File: src/rtl/card_table_ctrl.sv
// card_table_ctrl: card table (2-bit state + colour per card) with a
// round-robin write arbiter (colour loader vs game FSM), a registered lookup
// port and a valid/ready sweep streaming the whole table to the renderer.
// Optional macro CARD_TABLE_CLEAR_EN adds clr_start/clr_busy and a CLEAR
// state that reinitialises the table one entry per cycle.
module card_table_ctrl #(
  parameter int N_CARDS = 16,
  parameter int ADDR_W  = 4,
  parameter int COLOR_W = 12
) (
  input  logic               clk,
  input  logic               rst_n,
  input  logic               col_req,
  input  logic [ADDR_W-1:0]  col_addr,
  input  logic [COLOR_W-1:0] col_data,
  output logic               col_gnt,
  input  logic               st_req,
  input  logic [ADDR_W-1:0]  st_addr,
  input  logic [1:0]         st_data,
  output logic               st_gnt,
  input  logic [ADDR_W-1:0]  rd_addr,
  output logic [1:0]         rd_state,
  output logic [COLOR_W-1:0] rd_color,
  input  logic               upd_start,
  output logic               upd_busy,
  output logic               out_valid,
  input  logic               out_ready,
  output logic [ADDR_W-1:0]  out_addr,
  output logic [1:0]         out_state,
  output logic [COLOR_W-1:0] out_color,
`ifdef CARD_TABLE_CLEAR_EN
  input  logic               clr_start,
  output logic               clr_busy,
`endif
  output logic               upd_done
);

  typedef enum logic [1:0] {
    S_IDLE,
    S_SWEEP
`ifdef CARD_TABLE_CLEAR_EN
    , S_CLEAR
`endif
  } state_t;

  state_t state, state_nxt;

  logic [1:0]         tbl_state [N_CARDS];
  logic [COLOR_W-1:0] tbl_color [N_CARDS];

  logic [ADDR_W-1:0]  addr_nxt;
  logic               done_nxt;
  logic               gnt_block;
  logic               prefer_st;
  logic [1:0]         rd_state_nxt;
  logic [COLOR_W-1:0] rd_color_nxt;
`ifdef CARD_TABLE_CLEAR_EN
  logic [ADDR_W-1:0]  clr_idx, clr_idx_nxt;
`endif

  // Round-robin grant: a lone requester wins; on contention the one not granted last wins.
  always_comb begin
    col_gnt = !gnt_block && col_req && (!st_req || !prefer_st);
    st_gnt  = !gnt_block && st_req  && (!col_req || prefer_st);
  end

  // Arbiter pointer moves only when a grant is issued.
  always_ff @(posedge clk or negedge rst_n) begin
    if (!rst_n)       prefer_st <= 1'b0;
    else if (col_gnt) prefer_st <= 1'b1;
    else if (st_gnt)  prefer_st <= 1'b0;
  end

  // Table storage; addresses with no matching entry are silently dropped.
  always_ff @(posedge clk or negedge rst_n) begin
    if (!rst_n) begin
      for (int unsigned i = 0; i < N_CARDS; i++) begin
        tbl_state[i] <= 2'b01;
        tbl_color[i] <= '0;
      end
    end else begin
`ifdef CARD_TABLE_CLEAR_EN
      // Grants are blocked in CLEAR, so the clear write never collides with a port write.
      if (state == S_CLEAR) begin
        for (int unsigned i = 0; i < N_CARDS; i++) begin
          if (clr_idx == ADDR_W'(i)) begin
            tbl_state[i] <= 2'b01;
            tbl_color[i] <= '0;
          end
        end
      end
`endif
      for (int unsigned i = 0; i < N_CARDS; i++) begin
        if (col_gnt && col_addr == ADDR_W'(i)) tbl_color[i] <= col_data;
        if (st_gnt && st_addr == ADDR_W'(i))   tbl_state[i] <= st_data;
      end
    end
  end

  // Table muxes for the lookup port and the sweep stream.
  always_comb begin
    rd_state_nxt = 2'b01;
    rd_color_nxt = '0;
    out_state    = 2'b01;
    out_color    = '0;
    for (int unsigned i = 0; i < N_CARDS; i++) begin
      if (rd_addr == ADDR_W'(i)) begin
        rd_state_nxt = tbl_state[i];
        rd_color_nxt = tbl_color[i];
      end
      if (out_addr == ADDR_W'(i)) begin
        out_state = tbl_state[i];
        out_color = tbl_color[i];
      end
    end
  end

  // Registered lookup: samples the table as it stood before this edge's write.
  always_ff @(posedge clk or negedge rst_n) begin
    if (!rst_n) begin
      rd_state <= 2'b01;
      rd_color <= '0;
    end else begin
      rd_state <= rd_state_nxt;
      rd_color <= rd_color_nxt;
    end
  end

  // Control state register.
  always_ff @(posedge clk or negedge rst_n) begin
    if (!rst_n) begin
      state    <= S_IDLE;
      out_addr <= '0;
      upd_done <= 1'b0;
`ifdef CARD_TABLE_CLEAR_EN
      clr_idx  <= '0;
`endif
    end else begin
      state    <= state_nxt;
      out_addr <= addr_nxt;
      upd_done <= done_nxt;
`ifdef CARD_TABLE_CLEAR_EN
      clr_idx  <= clr_idx_nxt;
`endif
    end
  end

  // Next-state logic: sweep handshakes, optional clear walk, grant blocking.
  always_comb begin
    state_nxt = state;
    addr_nxt  = out_addr;
    done_nxt  = 1'b0;
    gnt_block = 1'b0;
`ifdef CARD_TABLE_CLEAR_EN
    clr_idx_nxt = clr_idx;
`endif
    case (state)
      S_IDLE: begin
`ifdef CARD_TABLE_CLEAR_EN
        // Grants are also held off in the accepting cycle so no write lands just before the clear.
        if (clr_start) begin
          state_nxt   = S_CLEAR;
          clr_idx_nxt = '0;
          gnt_block   = 1'b1;
        end else
`endif
        if (upd_start) begin
          state_nxt = S_SWEEP;
          addr_nxt  = '0;
        end
      end
      S_SWEEP: begin
        if (out_ready) begin
          if (out_addr == ADDR_W'(N_CARDS - 1)) begin
            state_nxt = S_IDLE;
            addr_nxt  = '0;
            done_nxt  = 1'b1;
          end else begin
            addr_nxt = out_addr + 1'b1;
          end
        end
      end
`ifdef CARD_TABLE_CLEAR_EN
      S_CLEAR: begin
        gnt_block = 1'b1;
        if (clr_idx == ADDR_W'(N_CARDS - 1)) state_nxt = S_IDLE;
        else clr_idx_nxt = clr_idx + 1'b1;
      end
`endif
      default: state_nxt = S_IDLE;
    endcase
  end

  assign out_valid = (state == S_SWEEP);
  assign upd_busy  = (state == S_SWEEP);
`ifdef CARD_TABLE_CLEAR_EN
  assign clr_busy  = (state == S_CLEAR);
`endif

endmodule
File: config.mk
export PLATFORM = sky130hd
export DESIGN_NAME = card_table_ctrl
export DESIGN_NICKNAME = d
export VERILOG_FILES = /design/src/rtl/card_table_ctrl.sv
export SDC_FILE = /design/constraint.sdc
export NUM_CORES = 1
export LEC_CHECK = 0
export BUFFER_PORTS_ARGS = -buffer_cell sky130_fd_sc_hd__buf_2
export CAP_MARGIN = 15
export CORE_MARGIN = 2
export CORE_UTILIZATION = 33
export DETAILED_ROUTE_END_ITERATION = 12
export SETUP_SLACK_MARGIN = 0.02
export SLEW_MARGIN = 15
export SYNTH_ARGS = -nofsm -noshare
export SYNTH_HDL_FRONTEND = slang
export SYNTH_SLANG_ARGS = --single-unit
File: constraint.sdc
create_clock -name clk -period 1.85 [get_ports clk]
set_input_delay 0 -clock clk [delete_from_list [all_inputs] [get_ports clk]]
set_output_delay 0 -clock clk [all_outputs]
set_load 0.05 [all_outputs]
== Yosys cells after proc, flatten, opt, wreduce, memory -nomap -nowiden ==
Cells that the tools add are included.
Cells by class
  muxes and demuxes: 77
  $add $sub $neg: 1
  reduce and logical (&&, ||, !) cells: 48
  equality and inequality tests: 64
Operators by type and width (count)
  12-bit two-way mux: 32
  4-bit equality test (second input constant): 32
  2-bit two-way mux: 35
  4-bit by 3-bit equality test with 1-bit output (second input constant): 16
  1-bit logical AND: 34
  4-bit by 2-bit equality test with 1-bit output (second input constant): 8
  4-bit by 1-bit equality test with 1-bit output (second input constant): 4
  4-bit zero test: 4
  4-bit two-way mux: 3
  4-bit case mux with 2 select lines: 1
  3-bit AND reduction: 2
  1-bit two-way mux: 5
  4-bit by 1-bit adder with 4-bit output (second input constant): 1
  2-bit by 1-bit != test with 1-bit output (second input constant): 2
  2-bit case mux with 2 select lines: 1
  2-bit nonzero test: 2
  1-bit zero test: 3
  2-bit by 1-bit equality test with 1-bit output (second input constant): 1
  2-bit zero test: 1
  1-bit logical OR: 2
  2-bit != test (second input constant): 1
Word-level totals
  input port bits: 32
  register bits: 246
  output and inout port bits: 37
  word-level logic and storage cells: 228

== Logic depth before layout (Yosys ltp) ==
  depth in word-level cells: 17
  mapped depth: 10
  depth with buffers taken out: 7

== Worst setup path before layout ==
OpenSTA, ideal clock, no wires.
  path kind: reg2out
  from: register out_addr[1]
  to: output port out_color[8]
  stages on the path, launching flop included: 10
  data required time: 1.850 ns
  path buffers: 2
  slack: -1.273 ns
  arrival time: 3.123 ns
  cells stage by stage: dfrtp_1 > inv_1 > ha_1 > buf_2 > inv_2 > buf_2 > o311ai_1 > a311oi_1 > a221oi_2 > o32ai_1
Between the ends
  longest elaborated chain between the ends: 17
  elaborated cells on any way between the ends: 32
  those cells by class: eq/ne (15); mux (16); reduce/logical (1)
Ends and longest elaborated chain
  start: declaration: RTL line 28  | output logic [ADDR_W-1:0] out_addr,
  start signal: assignment: RTL line 140  | out_addr <= addr_nxt;
  4-bit zero test: RTL line 111  | if (out_addr == ADDR_W'(i)) begin
  12-bit two-way mux (15 in series): RTL line 111
  12-bit two-way mux *: RTL line 111
  end: declaration: RTL line 30  | output logic [COLOR_W-1:0] out_color,
Mark *: on every way between the ends. The rest lies on a longest branch, timed or not.

== Worst setup path after layout ==
  from: register out_addr[0]
  to: output port out_color[7]
The elaborated chain is that of the path after synthesis.

==> reports/qor.txt <==
status - complete, but fails checks
failing checks - setup timing
Critical Path Source - out_addr[0]
Inst Count DP - 1953
Syn Inst Count - 1308
Syn-to-layout area delta - 29.8%
critical path arrival - 2.88 ns
clock sink count - 245
final-layout fill cell count - 3912
Setup crit start kind - flop
final setup fails - 14
Power Dens Cells - 1510 mW/mm^2
Max FO, Critical Path - 8
async set-reset flop share out of synthesis - 100%
Syn Area/Cell - 10.8 sq um
fin crit share - 156%
minimum clock period - 2.88 ns
number of global-route vias before repair - 12.1k
Seq cells post-synth - 245
non-filler cells, final - 2038
Worst Hold Slack - 0.0179 ns
largest area contributor in the netlist - dfrtp_1
Final Net Count - 1512
CP Data Required Time - 1.85 ns
Rows - 75
RSZ-0062 raised after global routing - yes
VDD IR-drop max - 1.12 mV
fmax - 347 MHz
io pins - 69
Reg-to-Reg Start - prefer_st
EDFF count, synth - 0
MaxCap Viol Count - 0
Via Count - 12.0k
Syn Nets - 1344
DP HPWL - 34900 microns
Post-DRT Antenna Nets - 0
drt drc - 0
Ant. Diodes - 0
placeable core area - 0.0420 sq mm
Clock Latency Late Sink - 0.56 ns
Worst Hold Class - in2reg
power consumption - 27600 uW
yosys warns - 0
total track usage - 23.0%
antenna violations before repair - 0
die height - 211 microns
Die Footprint - 0.0444 sq mm
DR pass1 iterations - 6
final wirelength - 51100 microns
layout cell share with drive strength beyond 1 - 41.4%
pre-CTS setup slack - -0.475 ns
top_reg_cell synth - dfrtp_1
PortBufs - 68
TritonCTS Buffers - 29
DR WL/cell - 25.1 microns
Setup TNS - -12.79 ns
H-tree levels - 1
endpoint class of the critical path - output pin
Final Hold Fails - 0
Final Worst Setup Slack - -1.03 ns
post-synthesis cell area - 0.0141 sq mm
Yosys cell types - 76
die span in x - 211 microns
largest cells by area after synthesis - dfrtp_1 40%, mux2_2 17%, a21oi_1 3.4%
CTS root buffer - clkbuf_16
LEAKAGE - 0.00770 uW
Seq/Total Area, Yosys - 43.7%
Worst Skew - 0.0120 ns
CTS clk-pin slew, worst paths - 0.06 ns
Vias/cell - 5.89
1st-iter DRT viols - 1184
Initial Utilization - 33.5%
first-pass GRT wire length - 77700 microns
largest net degree at the start of global routing - 59
top-area cell type share of the netlist area - 40.5%
Final Max Slew Viols - 0
hold_sp - col_addr[3]
measured slew at the worst slew-check pin - 0.665 ns
total gr overflow - 0
CTS tree - yes
Placer Congestion - 0.901
crit path kind - reg2out
maximum buffer depth of the clock tree - 3
worst rel slew slack - 55.6%
cells in the mapped netlist (all sizes together) (4+ instances only):
cell,count
a211o,5
o32ai,19
a21boi,5
ha,4
a2bb2oi,4
a211oi,10
a311oi,12
o311ai,9
nor3,12
buf,84
a31oi,7
a221oi,28
a221o,16
dfrtp,228
o31ai,5
nand2b,28
o221ai,11
and3,11
nand2,83
nand3b,9
mux2,234
clkbuf,33
o21ai,57
nor2b,38
inv,30
a2111oi,4
nand3,18
o22ai,18
o311a,6
dfstp,17
a21oi,97
mux2i,24
nor3b,5
nor2,73
o211ai,5
mux4,13
a22oi,9
layout by cell type (no fill, tap or decap), types with 9 or more instances in the layout:
| cell type | instances |
|---|---|
| nor2b_1 | 33 |
| a221o_1 | 16 |
| o22ai_1 | 18 |
| o221ai_1 | 9 |
| nand2b_1 | 27 |
| nand3_1 | 15 |
| clkbuf_16 | 30 |
| dfrtp_1 | 224 |
| o32ai_4 | 10 |
| o21ai_0 | 53 |
| buf_6 | 12 |
| mux4_2 | 13 |
| a221oi_1 | 9 |
| inv_1 | 24 |
| buf_4 | 112 |
| and3_1 | 11 |
| dlygate4sd3_1 | 27 |
| nor2_2 | 9 |
| a221oi_2 | 17 |
| mux2i_1 | 24 |
| buf_12 | 47 |
| mux2_1 | 19 |
| nor2_1 | 62 |
| buf_2 | 51 |
| mux2_2 | 210 |
| a21oi_1 | 95 |
| nand2_1 | 78 |
| nand3b_1 | 9 |
| dfstp_2 | 17 |
layout make-up:
cell class / instances / area [sq um] / share of cell area [%]
repair buffers: 254 / 2530 / 13.8
well taps: 539 / 674 / 3.69
clock inverters: 18 / 260 / 1.42
clock buffers: 36 / 782 / 4.27
flip-flops and latches: 245 / 6160 / 33.7
inverters: 30 / 120 / 0.657
multi-input cells: 916 / 7770 / 42.5
critical path: stages, from the launching register on:
cell and delay [ns]:
dfrtp_4 0.53, ha_4 0.20, or3b_4 0.41, buf_12 0.16
a221oi_2 0.23, a311oi_2 0.10, a221oi_2 0.37, o32ai_4 0.13
buf_12 0.17
through the flow:
step                      instance area, sq um  utilization (%)
after floorplan                          14500                -
after global placement                   16600             39.5
after detailed placement                 16600             39.5
after CTS                                18100             43.0
after global routing                     18300             43.5
final                                    18300             43.5
power by group:
part           switching [uW]  total [uW]  leakage, uW  internal (uW)
logic                    7190       13300      0.00418           6140
registers                1250        8030      0.00301           6780
clock network            2400        6240     0.000510           3840
metal layers:
layer	GRT usage [%]	wire length, microns	up-vias
li1	-	-	5230
met1	31.3	21500	6051
met2	36.6	23500	577
met3	4.12	4000	151
met4	8.77	2090	0
met5	0	0	-
path summary, 6_finish.rpt:
path	slack, ns	endpoint	depth (start not counted)
worst max-delay path	-1.03	out_color[7]	8
max in group asynchronous	0.63	tbl_color[70]	4
min in group asynchronous	0.48	tbl_color[83]	3
worst max register to register	0.04	tbl_color[180]	6
worst min register to register	0.51	tbl_color[158]	1
worst min-delay path	0.02	tbl_color[23]	4
flip-flops by register name (all words and copies together) (netlist names):
signal	count
tbl_color	192
tbl_state	32
rd_color	12
out_addr	4
rd_state	2
prefer_st	1
state	1
upd_done	1
repair_timing:
item / in CTS / in global routing
setup endpoints to repair: 96 / 126
gates resized for setup: 44 / 43
cloned: 0 / 1
pin swaps: 22 / 13
hold buffers: 27 / 0
hold endpoints to repair: 462 / 0
setup buffers: 3 / 0
logic make-up (layout without fill, tap and decap cells):
logic type               count (synthesis)  count (layout)  share of synthesized area [%]
AND/OR/NAND/NOR                        292             292                           10.4
buffers and inverters                  147             338                           5.21
adder cells (fa/ha/maj)                  4               4                          0.355
flip-flops                             245             245                           43.7
multiplexers                           271             271                           22.5
AO/OA/AOI/OAI                          349             349                           17.9
(Power assumes the default switching activity.)
